$ cat config.mk
export PLATFORM = sky130hd
export DESIGN_NAME = cc1200_apb_master
export DESIGN_NICKNAME = d
export VERILOG_FILES = /design/src/rtl/cc1200_apb_master.sv
export SDC_FILE = /design/constraint.sdc
export NUM_CORES = 1
export LEC_CHECK = 0
export CORE_MARGIN = 2
export CORE_UTILIZATION = 43
export DETAILED_ROUTE_END_ITERATION = 10
export GPL_ROUTABILITY_DRIVEN = 0
export PLACE_DENSITY_LB_ADDON = 0.25
export SLEW_MARGIN = 20
export SYNTH_ARGS = -nofsm -noshare
export SYNTH_HDL_FRONTEND = slang
export SYNTH_SLANG_ARGS = --single-unit
export TNS_END_PERCENT = 30
$ cat constraint.sdc
create_clock -name clk -period 3.5 [get_ports clk]
set_input_delay 0.35 -clock clk [delete_from_list [all_inputs] [get_ports clk]]
set_output_delay 0.35 -clock clk [all_outputs]
set_load 0.01 [all_outputs]
$ cat src/rtl/cc1200_apb_master.sv
// Command/response to APB requester bridge. It runs one transfer at a time with an
// optional wait-state timeout and a saturating error counter.
module cc1200_apb_master #(
    parameter int unsigned TIMEOUT_CYCLES = 16
) (
    input  logic        clk,
    input  logic        rst,
    input  logic        cmd_valid,
    output logic        cmd_ready,
    input  logic        cmd_write,
    input  logic [31:0] cmd_addr,
    input  logic [31:0] cmd_wdata,
    output logic        rsp_valid,
    input  logic        rsp_ready,
    output logic [31:0] rsp_rdata,
    output logic        rsp_err,
    output logic        rsp_timeout,
    output logic [31:0] APB_M_0_paddr,
    output logic        APB_M_0_psel,
    output logic        APB_M_0_penable,
    output logic        APB_M_0_pwrite,
    output logic [31:0] APB_M_0_pwdata,
    input  logic [31:0] APB_M_0_prdata,
    input  logic        APB_M_0_pready,
    input  logic        APB_M_0_pslverr,
    output logic [15:0] err_count
);

    typedef enum logic [1:0] {IDLE, SETUP, ACCESS, RESP} state_e;

    localparam logic [15:0] TIMEOUT_LIMIT = 16'(TIMEOUT_CYCLES);
    localparam bit          TIMEOUT_EN    = (TIMEOUT_CYCLES != 0);

    state_e      state_q, state_d;
    logic        cmd_ready_q, cmd_ready_d;
    logic [31:0] paddr_q, paddr_d;
    logic [31:0] pwdata_q, pwdata_d;
    logic        pwrite_q, pwrite_d;
    logic        psel_q, psel_d;
    logic        penable_q, penable_d;
    logic        rsp_valid_q, rsp_valid_d;
    logic [31:0] rsp_rdata_q, rsp_rdata_d;
    logic        rsp_err_q, rsp_err_d;
    logic        rsp_timeout_q, rsp_timeout_d;
    logic [15:0] err_count_q, err_count_d;
    logic [15:0] wait_cnt_q, wait_cnt_d;
    logic [15:0] wait_inc;

    assign wait_inc = wait_cnt_q + 16'd1;

    always_comb begin
        // NOTE: every _d takes its hold value first so no path through the case infers a latch.
        state_d       = state_q;
        paddr_d       = paddr_q;
        pwdata_d      = pwdata_q;
        pwrite_d      = pwrite_q;
        psel_d        = psel_q;
        penable_d     = penable_q;
        rsp_valid_d   = rsp_valid_q;
        rsp_rdata_d   = rsp_rdata_q;
        rsp_err_d     = rsp_err_q;
        rsp_timeout_d = rsp_timeout_q;
        wait_cnt_d    = wait_cnt_q;
        err_count_d   = err_count_q;

        unique case (state_q)
            IDLE: begin
                if (cmd_valid && cmd_ready_q) begin
                    paddr_d    = cmd_addr;
                    pwdata_d   = cmd_wdata;
                    pwrite_d   = cmd_write;
                    psel_d     = 1'b1;
                    penable_d  = 1'b0;
                    wait_cnt_d = 16'd0;
                    state_d    = SETUP;
                end
            end
            SETUP: begin
                penable_d = 1'b1;
                state_d   = ACCESS;
            end
            ACCESS: begin
                // A completing pready wins over a timeout expiring on the same cycle.
                if (APB_M_0_pready) begin
                    psel_d        = 1'b0;
                    penable_d     = 1'b0;
                    rsp_valid_d   = 1'b1;
                    rsp_rdata_d   = pwrite_q ? 32'd0 : APB_M_0_prdata;
                    rsp_err_d     = APB_M_0_pslverr;
                    rsp_timeout_d = 1'b0;
                    state_d       = RESP;
                end else if (TIMEOUT_EN && (wait_inc == TIMEOUT_LIMIT)) begin
                    psel_d        = 1'b0;
                    penable_d     = 1'b0;
                    rsp_valid_d   = 1'b1;
                    rsp_rdata_d   = 32'd0;
                    rsp_err_d     = 1'b1;
                    rsp_timeout_d = 1'b1;
                    wait_cnt_d    = wait_inc;
                    state_d       = RESP;
                end else if (wait_cnt_q != 16'hFFFF) begin
                    wait_cnt_d = wait_inc;
                end
            end
            RESP: begin
                if (rsp_ready) begin
                    rsp_valid_d = 1'b0;
                    state_d     = IDLE;
                end
            end
            default: state_d = IDLE;
        endcase

        if ((state_q == ACCESS) && (state_d == RESP) && rsp_err_d && (err_count_q != 16'hFFFF)) begin
            err_count_d = err_count_q + 16'd1;
        end
    end

    // cmd_ready is registered, so it first rises on the edge that lands in IDLE.
    assign cmd_ready_d = (state_d == IDLE);

    always_ff @(posedge clk) begin
        // NOTE: state registers use non-blocking assignment so every flop samples pre-edge values.
        if (rst) begin
            state_q       <= IDLE;
            cmd_ready_q   <= 1'b0;
            paddr_q       <= 32'd0;
            pwdata_q      <= 32'd0;
            pwrite_q      <= 1'b0;
            psel_q        <= 1'b0;
            penable_q     <= 1'b0;
            rsp_valid_q   <= 1'b0;
            rsp_rdata_q   <= 32'd0;
            rsp_err_q     <= 1'b0;
            rsp_timeout_q <= 1'b0;
            err_count_q   <= 16'd0;
            wait_cnt_q    <= 16'd0;
        end else begin
            state_q       <= state_d;
            cmd_ready_q   <= cmd_ready_d;
            paddr_q       <= paddr_d;
            pwdata_q      <= pwdata_d;
            pwrite_q      <= pwrite_d;
            psel_q        <= psel_d;
            penable_q     <= penable_d;
            rsp_valid_q   <= rsp_valid_d;
            rsp_rdata_q   <= rsp_rdata_d;
            rsp_err_q     <= rsp_err_d;
            rsp_timeout_q <= rsp_timeout_d;
            err_count_q   <= err_count_d;
            wait_cnt_q    <= wait_cnt_d;
        end
    end

    assign cmd_ready       = cmd_ready_q;
    assign rsp_valid       = rsp_valid_q;
    assign rsp_rdata       = rsp_rdata_q;
    assign rsp_err         = rsp_err_q;
    assign rsp_timeout     = rsp_timeout_q;
    assign APB_M_0_paddr   = paddr_q;
    assign APB_M_0_psel    = psel_q;
    assign APB_M_0_penable = penable_q;
    assign APB_M_0_pwrite  = pwrite_q;
    assign APB_M_0_pwdata  = pwdata_q;
    assign err_count       = err_count_q;

endmodule

==> impl_metrics.json <==
{
  "status": "completed",
  "synthCells": 630,
  "ys.flop_type": "dfxtp_1",
  "grt-busiest-layer": "met2",
  "yosys_register_bits": 137,
  "vias": 5269,
  "synth_top_area_frac": 0.511,
  "track_usage": 0.242,
  "rows": 40,
  "ant_nets": 0,
  "max_freq_mhz": 313,
  "postCtsHoldBufs": 0,
  "postCtsSetupBuffers": 0,
  "drt_iter0_markers": 345,
  "power_density_nw_per_um2": 474,
  "totalPowerFinal_mw": 3.93,
  "start_util": 0.443,
  "cts_tree": "done",
  "chipWidth_um": 116,
  "numCtsBuffers": 17,
  "grt_util_met3": 0.103,
  "path_class": "reg -> reg",
  "rsz0062_at_grt": "false",
  "synth_edf_count": 0,
  "yosys-top-cells-area": "dfxtp_1, nand2_1, a21oi_1",
  "grt_use_met2": 0.407,
  "max_slew_margin": 0.518,
  "cp.arrival_ns": 3.53,
  "finalSetupViolCount": 0,
  "ys_seq_area_frac": 0.511,
  "area_growth_pct": 54.3,
  "fin_skew_ns": 0.00924,
  "fin_crit_sh": 0.914,
  "yosysTopAreaCell": "dfxtp_1",
  "synth-xor-area-share": 0.0179,
  "worstPathMaxFanout": 10,
  "grt_util_met1": 0.276,
  "critPathLaunchType": "flop",
  "postCtsResizedCells": 0,
  "utilization": 0.684,
  "io_pins": 222,
  "finalHoldViolCount": 0,
  "synth-simple-area-share": 0.229,
  "synth_area_per_cell_sq_um": 8.52,
  "synth-compound-area-share": 0.193,
  "synth_cell_type_count": 52,
  "synth_nets": 736,
  "first_pass_iters": 4,
  "synth_mux_area_frac": 0.00373,
  "synthesis.area_sq_um": 5370,
  "peakVddDrop_mv": 0.503,
  "via_per_inst": 5.19,
  "grt_overflow": 0,
  "async_flop_share": 0,
  "critical_path_required_ns": 3.83,
  "drive_gt1_frac": 0.0708,
  "grt_pass1_wl_mm": 25.3,
  "fp.dieArea_sq_um": 13400,
  "grt_max_degree": 67,
  "dp.final_hpwl_mm": 11.2,
  "hp-class": "in -> reg",
  "final_nets": 940,
  "whs_ns": 0.430,
  "antenna_cells": 0,
  "post-route-cell-area_sq_um": 8280,
  "synth_fa_ha_area_frac": 0.00699,
  "drv_slew": 0,
  "clk-insertion-delay-late_ns": 0.42,
  "h-tree-depth": 4,
  "grt_antenna_before_repair": 0,
  "p_leak_nw": 2.93,
  "final.setup.tns_ns": 0,
  "clk_pin_slew_ns": 0.06,
  "yosys_warnings": 0,
  "critPathCaptureType": "flop",
  "port_buffers": 221,
  "clock-sinks": 137,
  "synth_top_family_by_area": "simple AND/OR/NAND/NOR gates",
  "core_sq_um": 12100,
  "cts-root-buf": "clkbuf_16",
  "dieHeight_um": 116,
  "grt_pass1_vias": 5089,
  "wl_per_cell_um": 16.0,
  "finalWirelength_mm": 16.2,
  "drc_errors": 0,
  "nFillCells": 1013,
  "fin_crit_ns": 3.20,
  "tightest_slew_ns": 0.719,
  "cts.path.max_buffers": 2,
  "cap_violations": 0,
  "placed_cell_area_sq_um": 7680
}
[cells by family after synthesis]
group,count (synthesis)
multiplexers,2
flip-flops,137
AND/OR/NAND/NOR,262
AO/OA/AOI/OAI,167
XOR/XNOR,11
buffers and inverters,48
adder cells (fa/ha/maj),3
[final timing paths]
kind,startpoint,to,slack [ns],depth (start not counted)
worst min-delay path,rst,err_count[4]$_SDFFE_PP0P_,0.43,2
worst max register to register,wait_cnt_q[0]$_SDFFE_PP0P_,err_count[13]$_SDFFE_PP0P_,0.30,10
worst max-delay path,wait_cnt_q[0]$_SDFFE_PP0P_,err_count[13]$_SDFFE_PP0P_,0.30,10
worst min register to register,APB_M_0_pwdata[1]$_SDFFE_PP0P_,APB_M_0_pwdata[1]$_SDFFE_PP0P_,0.45,2
[cell usage after synthesis, types with 5 or more instances]
cell type	instances
a21oi_1	96
xor2_1	7
and2_1	7
nor3_1	7
nand2_1	148
nor2_1	27
buf_1	5
a22o_1	32
and3_1	8
nand4_1	9
or3_1	13
clkbuf_1	31
dfxtp_1	137
nand3_1	15
o21ai_0	22
[layout make-up]
class | instances | area, sq um | share of cell area
Clock buffer | 17 | 425 | 0.0514
Clock inverter | 15 | 178 | 0.0215
Inverter | 4 | 15.0 | 0.00181
Multi-Input combinational cell | 445 | 2440 | 0.295
Sequential cell | 137 | 2740 | 0.331
Tap cell | 168 | 210 | 0.0254
Timing Repair Buffer | 229 | 2270 | 0.274
[worst max-delay path, cell delays in order, from the launching register on]
cell       delay, ns
dfxtp_1         0.48
ha_1            0.29
and3_1          0.36
nand4_1         0.24
xor2_1          0.29
o2111ai_4       0.18
o41ai_4         0.35
buf_4           0.23
nand4_2         0.14
or3_1           0.38
a21oi_1         0.18
[routing by layer]
layer  wire (um)  vias to the layer above
li1            -                     2598
met5           0                        -
met4         342                        0
met3        1340                       29
met1        6400                     2469
met2        8130                      173
[stage by stage]
stage | setup slack [ns] | cells
after global routing | 0.0515 | 1015
after CTS | 0.314 | 1015
after global placement | 0.603 | 983
after floorplan | 0.699 | 630
final | 0.302 | 1015
after detailed placement | 0.386 | 983
[cells in the final DEF (no fill, tap or decap), types with 4 or more instances in the layout]
cell type,Yosys,final
buf_4,0,9
o21ai_0,22,22
inv_1,4,4
nand4_1,9,9
or3_1,13,13
clkbuf_16,0,17
a22o_1,32,32
xnor2_1,4,4
a21oi_1,96,96
clkdlybuf4s50_1,0,220
clkinvlp_4,0,5
nand2_1,148,148
nor2_1,27,27
and2_1,7,7
or4_1,4,4
dfxtp_1,137,137
nor3_1,7,5
and3_1,8,8
nand3_1,15,14
a31oi_1,4,4
xor2_1,7,7
[flip-flops by register name (all words and copies together) (netlist names), 2 cells and up]
signal          count
APB_M_0_pwdata     32
rsp_rdata          32
state_q             2
err_count          16
APB_M_0_paddr      32
wait_cnt_q         16
[where the power goes]
part / internal, mW / leakage [nW] / switching [mW]
sequential: 1.62 / 1.11 / 0.0349
combinational: 0.246 / 1.54 / 0.207
clock: 1.12 / 0.281 / 0.701
(Power assumes the default switching activity.)
